File: config.mk
export PLATFORM = sky130hd
export DESIGN_NAME = sc_rx_port_arbiter
export DESIGN_NICKNAME = d
export VERILOG_FILES = /design/src/rtl/sc_rx_port_arbiter_pkg.sv /design/src/rtl/sc_rx_fifo.sv /design/src/rtl/sc_rx_port_arbiter.sv
export SDC_FILE = /design/constraint.sdc
export NUM_CORES = 1
export LEC_CHECK = 0
export BUFFER_PORTS_ARGS = -buffer_cell sky130_fd_sc_hd__buf_2
export CORE_AREA = 4 4 116 118
export DETAILED_ROUTE_END_ITERATION = 8
export DIE_AREA = 0 0 120 122
export PLACE_DENSITY = 0.57
export SLEW_MARGIN = 20
export SYNTH_ARGS = -nofsm -noshare
export SYNTH_HDL_FRONTEND = slang
export SYNTH_SLANG_ARGS = --single-unit
File: constraint.sdc
create_clock -name clk -period 2 [get_ports clk]
set_input_delay 0.2 -clock clk [delete_from_list [all_inputs] [get_ports clk]]
set_output_delay 0.2 -clock clk [all_outputs]
set_load 0.1 [all_outputs]
File: src/rtl/sc_rx_port_arbiter_pkg.sv
// sc_rx_port_arbiter_pkg: shared receive-port definitions (arbiter states, FIFO geometry).
package sc_rx_port_arbiter_pkg;
    typedef enum logic [1:0] {
        ST_IDLE = 2'b00,
        ST_GP   = 2'b01,
        ST_DC   = 2'b10,
        ST_INIT = 2'b11
    } arbState_t;
    localparam int FIFO_DEPTH = 4;
    localparam int FIFO_WIDTH = 16;
    localparam int PTR_W = $clog2(FIFO_DEPTH);
    localparam int CNT_W = $clog2(FIFO_DEPTH + 1);
endpackage

File: src/rtl/sc_rx_fifo.sv
// sc_rx_fifo: small receive FIFO; pushes while full and pops while empty are ignored.
module sc_rx_fifo
    import sc_rx_port_arbiter_pkg::*;
(
    input  logic                  clk,
    input  logic                  rst,
    input  logic                  push,
    input  logic                  pop,
    input  logic [FIFO_WIDTH-1:0] wrData,
    output logic [FIFO_WIDTH-1:0] rdData,
    output logic                  full,
    output logic                  empty,
    output logic [CNT_W-1:0]      count
);
    logic [FIFO_WIDTH-1:0] mem [FIFO_DEPTH];
    logic [PTR_W-1:0] wrPtr, rdPtr;
    logic doPush, doPop;
    assign full   = count == CNT_W'(FIFO_DEPTH);
    assign empty  = count == '0;
    assign doPush = push && !full;
    assign doPop  = pop && !empty;
    assign rdData = mem[rdPtr];
    // storage needs no reset: the pointers and count define what is valid
    always_ff @(posedge clk)
        if (doPush) mem[wrPtr] <= wrData;
    always_ff @(posedge clk or negedge rst)
        if (!rst) begin
            wrPtr <= '0;
            rdPtr <= '0;
            count <= '0;
        end else begin
            if (doPush) wrPtr <= wrPtr + PTR_W'(1);
            if (doPop) rdPtr <= rdPtr + PTR_W'(1);
            count <= count + CNT_W'(doPush) - CNT_W'(doPop);
        end
endmodule

File: src/rtl/sc_rx_port_arbiter.sv
// sc_rx_port_arbiter: buffers SIE receive bytes and hands them to the getPacket or
// directCntl consumer, whichever holds the grant.
module sc_rx_port_arbiter
    import sc_rx_port_arbiter_pkg::*;
(
    input  logic       clk,
    input  logic       rst,
    input  logic [7:0] SCRxPortData,
    input  logic [7:0] SCRxPortCntl,
    input  logic       SCRxPortDValid,
    output logic       SCRxPortRdy,
    input  logic       getPacketReq,
    output logic       getPacketGnt,
    output logic [7:0] getPacketData,
    output logic [7:0] getPacketCntl,
    output logic       getPacketDValid,
    input  logic       directCntlReq,
    output logic       directCntlGnt,
    output logic [7:0] directCntlData,
    output logic [7:0] directCntlCntl,
    output logic       directCntlDValid,
    output logic       rxOverflow
);
    arbState_t state;
    logic [FIFO_WIDTH-1:0] head;
    logic full, empty, pop, popGp, popDc;
    logic [CNT_W-1:0] count;
    assign SCRxPortRdy = count != CNT_W'(FIFO_DEPTH);
    // a dropping request stops the pop in the same cycle so leftover bytes stay buffered
    assign popGp = !empty && state == ST_GP && getPacketReq;
    assign popDc = !empty && state == ST_DC && directCntlReq;
    assign pop   = popGp || popDc;

    sc_rx_fifo uFifo (
        .clk    (clk),
        .rst    (rst),
        .push   (SCRxPortDValid),
        .pop    (pop),
        .wrData ({SCRxPortCntl, SCRxPortData}),
        .rdData (head),
        .full   (full),
        .empty  (empty),
        .count  (count)
    );

    always_ff @(posedge clk or negedge rst)
        if (!rst) begin
            state            <= ST_INIT;
            getPacketGnt     <= 1'b0;
            directCntlGnt    <= 1'b0;
            getPacketDValid  <= 1'b0;
            directCntlDValid <= 1'b0;
            getPacketData    <= 8'h00;
            getPacketCntl    <= 8'h00;
            directCntlData   <= 8'h00;
            directCntlCntl   <= 8'h00;
            rxOverflow       <= 1'b0;
        end else begin
            getPacketDValid  <= popGp;
            directCntlDValid <= popDc;
            if (popGp) {getPacketCntl, getPacketData} <= head;
            if (popDc) {directCntlCntl, directCntlData} <= head;
            if (SCRxPortDValid && full) rxOverflow <= 1'b1;
            case (state)
                ST_INIT: state <= ST_IDLE;
                ST_IDLE:
                    if (getPacketReq) begin
                        state        <= ST_GP;
                        getPacketGnt <= 1'b1;
                    end else if (directCntlReq) begin
                        state         <= ST_DC;
                        directCntlGnt <= 1'b1;
                    end
                ST_GP:
                    if (!getPacketReq) begin
                        state        <= ST_IDLE;
                        getPacketGnt <= 1'b0;
                    end
                ST_DC:
                    if (!directCntlReq) begin
                        state         <= ST_IDLE;
                        directCntlGnt <= 1'b0;
                    end
                default: state <= ST_IDLE;
            endcase
        end
endmodule
==> results.json <==
{
  "outcome": "finished with violations",
  "violations": "negative setup slack",
  "ys.flop_type": "edfxtp_1",
  "diodes": 0,
  "synth-seq-cells": 110,
  "fp-row-count": 41,
  "min_to": "uFifo.mem[2][12]$_DFFE_PP_",
  "io_buffers": 58,
  "reg2reg_to": "uFifo.count[2]$_DFF_PN0_",
  "ys_warn_count": 0,
  "chipHeight_microns": 122,
  "whs_path_depth": 1,
  "tightest_slew_ns": 0.6825,
  "worstPathMaxFanout": 3,
  "rsz0062_at_grt": "true",
  "track_usage_pct": 10.94,
  "synth.largest_area_cell": "edfxtp_1",
  "vias": 2063,
  "layout_commonest_cell": "edfxtp_1",
  "drc": 0,
  "crit_type": "reg2reg",
  "min_period_ns": 2.015,
  "drt.antenna.violating_nets": 0,
  "wire_per_inst_microns": 15.85,
  "nNetsFinal": 325,
  "wl_mm": 7.515,
  "max_cap_viol_count": 0,
  "setup_viol": 1,
  "grt_overflow": 0,
  "ioPinCount": 59,
  "drive_above_1_share_pct": 48.34,
  "syn_nets": 239,
  "gp_congestion": 0.7767,
  "grt_pass1_vias": 2237,
  "start_util_pct": 34.49,
  "viasPerCell": 4.352,
  "cts.sinks": 110,
  "holdCritStartpoint": "SCRxPortCntl[4]",
  "pre_cts_ws_ns": -0.01199,
  "drtPass1Iterations": 4,
  "postSynthAreaPerCell_sq_um": 20.37,
  "numCtsBuffers": 9,
  "worst_slack_ns": -0.01487,
  "hpwl_mm": 5.218,
  "critPathCaptureType": "flop",
  "hold_viol": 0,
  "synth_top_cell_area_share_pct": 44.70,
  "reg2reg_slack_ns": -0.01,
  "grt_start_max_net_pins": 31,
  "required_ns": 2.22,
  "synth_area_leaders": "edfxtp_1 (45%), dfrtp_1 (26%), mux2_4 (6.3%)",
  "area_delta_synth_final_pct": 23.40,
  "core_sq_um": 12470,
  "antenna_found_initial": 1,
  "clk_path_buf_depth": 2,
  "fin_crit_sh_pct": 100.7,
  "syn-cell-area_sq_um": 4299,
  "clkSlewWorstSetupHoldPaths_ns": 0.06,
  "slew_viol_final": 0,
  "crit_path_start_kind": "flop",
  "yosysSeqAreaShare_pct": 71.54,
  "slew_headroom_pct": 54.50,
  "r2r_start": "state[1]$_DFFE_PN1P_",
  "final_cell_mix": "edfxtp_1 (64), buf_2 (58), dfrtp_1 (44), mux2_4 (18), buf_4 (18)",
  "arrival_ns": 2.23,
  "fp.dieW_microns": 120,
  "netlist_instances": 211,
  "post-route-util_pct": 42.56,
  "cts_htree_levels": 3,
  "skew_ns": 0.007513,
  "dieArea_sq_um": 14640,
  "synth_edf_count": 64,
  "reg2reg_depth": 8,
  "cts_tree": "yes",
  "clock.fmax_mhz": 496.3,
  "grt_pass1_wl_mm": 12.25,
  "synth.distinct_cells": 29,
  "cts_root_buffer": "clkbuf_16",
  "drt-initial-drc-count": 133,
  "async_flop_share_pct": 41.82,
  "clock_latency_ns": 0.34,
  "hold_class": "in2reg"
}
worst max-delay path, cell delays in order, from the launching register on:
cell      delay, ns
dfstp_2        0.54
nand3b_1       0.16
a21oi_2        0.08
ha_1           0.27
inv_1          0.04
ha_2           0.17
fa_2           0.37
xnor2_2        0.14
xnor2_1        0.13
per-layer routing:
metal  routed length (microns)  up-vias  GRT usage, %  part of all wire [%]
met5                         7        -             0                 0.093
met4                       130        2         5.369                   1.7
met3                       306       11         2.275                   4.1
met2                      3633       37         17.42                    48
met1                      3436     1040         14.36                    46
li1                          -      973             -                     -
cells in the mapped netlist, types with 2 or more instances:
cell type,number
ha_1,6
buf_2,3
buf_6,3
nor2_1,2
mux4_2,9
o21ai_0,4
dfrtp_1,44
mux2_4,18
xnor2_1,4
dfstp_2,2
edfxtp_1,64
mux4_1,7
and2_1,4
mux2_2,15
inv_1,10
nand3b_1,2
nor3b_1,2
state kept, by name, indices dropped and copies added (netlist names), 2 cells and up:
signal and cells:
directCntlCntl 8, getPacketData 8, uFifo.rdPtr 2, directCntlData 8, uFifo.mem 64, uFifo.count 3
state 2, getPacketCntl 8, uFifo.wrPtr 2
area by class of cell:
| cell class | instances | area, sq um |
|---|---|---|
| Clock inverter | 5 | 73.82 |
| Timing Repair Buffer | 82 | 535.5 |
| Multi-Input combinational cell | 84 | 1135 |
| Clock buffer | 11 | 232.7 |
| Sequential cell | 110 | 3075 |
| Inverter | 10 | 37.54 |
| Tap cell | 172 | 215.2 |
| Fill cell | 1106 | 7161 |
cell families (layout without fill, tap and decap cells):
group           after synthesis  in the layout  share of synthesized area [%]
simple gates                 15             15                          2.474
compound gates                8              8                          1.077
flops                       110            110                          71.54
mux                          49             49                          19.21
buf+inv                      17            108                          2.474
fa+ha+maj                     7              7                          2.212
xor+xnor                      5              5                          1.019
what timing repair did:
| item | 4_1_cts | 5_1_grt |
|---|---|---|
| pin swaps | 0 | 2 |
| buffers inserted | 4 | 2 |
| hold endpoints to repair | 26 | 0 |
| endpoints found under the setup margin | 1 | 1 |
| hold buffers | 1 | 0 |
| cloned | 0 | 0 |
| resized for setup | 0 | 3 |
worst max path at each step:
stage / start / to / slack, ns / depth (start not counted)
final: state[1]$_DFFE_PN1P_ / uFifo.count[2]$_DFF_PN0_ / -0.01 / 8
after global routing: state[1]$_DFFE_PN1P_ / uFifo.count[2]$_DFF_PN0_ / -0.13 / 8
after CTS: state[0]$_DFFE_PN1P_ / uFifo.count[2]$_DFF_PN0_ / 0.008 / 8
after detailed placement: state[0]$_DFFE_PN1P_ / uFifo.count[2]$_DFF_PN0_ / -0.01 / 8
after global placement: state[0]$_DFFE_PN1P_ / uFifo.count[2]$_DFF_PN0_ / 0.04 / 8
after floorplan: state[1]$_DFFE_PN1P_ / uFifo.count[2]$_DFF_PN0_ / -0.01 / 8
stage by stage:
| step | TNS [ns] | cell area (sq um) | instances | hold slack [ns] |
|---|---|---|---|---|
| detailed placement | -0.01199 | 4932 | 451 | 0.2837 |
| CTS | 0 | 5279 | 472 | 0.06205 |
| global placement | 0 | 4932 | 451 | 0.2742 |
| floorplan | -0.01115 | 4305 | 211 | -0.09559 |
| global route | -0.1810 | 5305 | 474 | 0.07042 |
| finish | -0.01487 | 5305 | 474 | 0.07644 |
Power is not shown: default switching activity piles up to over one toggle a cycle in this logic, so the estimate is an artifact.
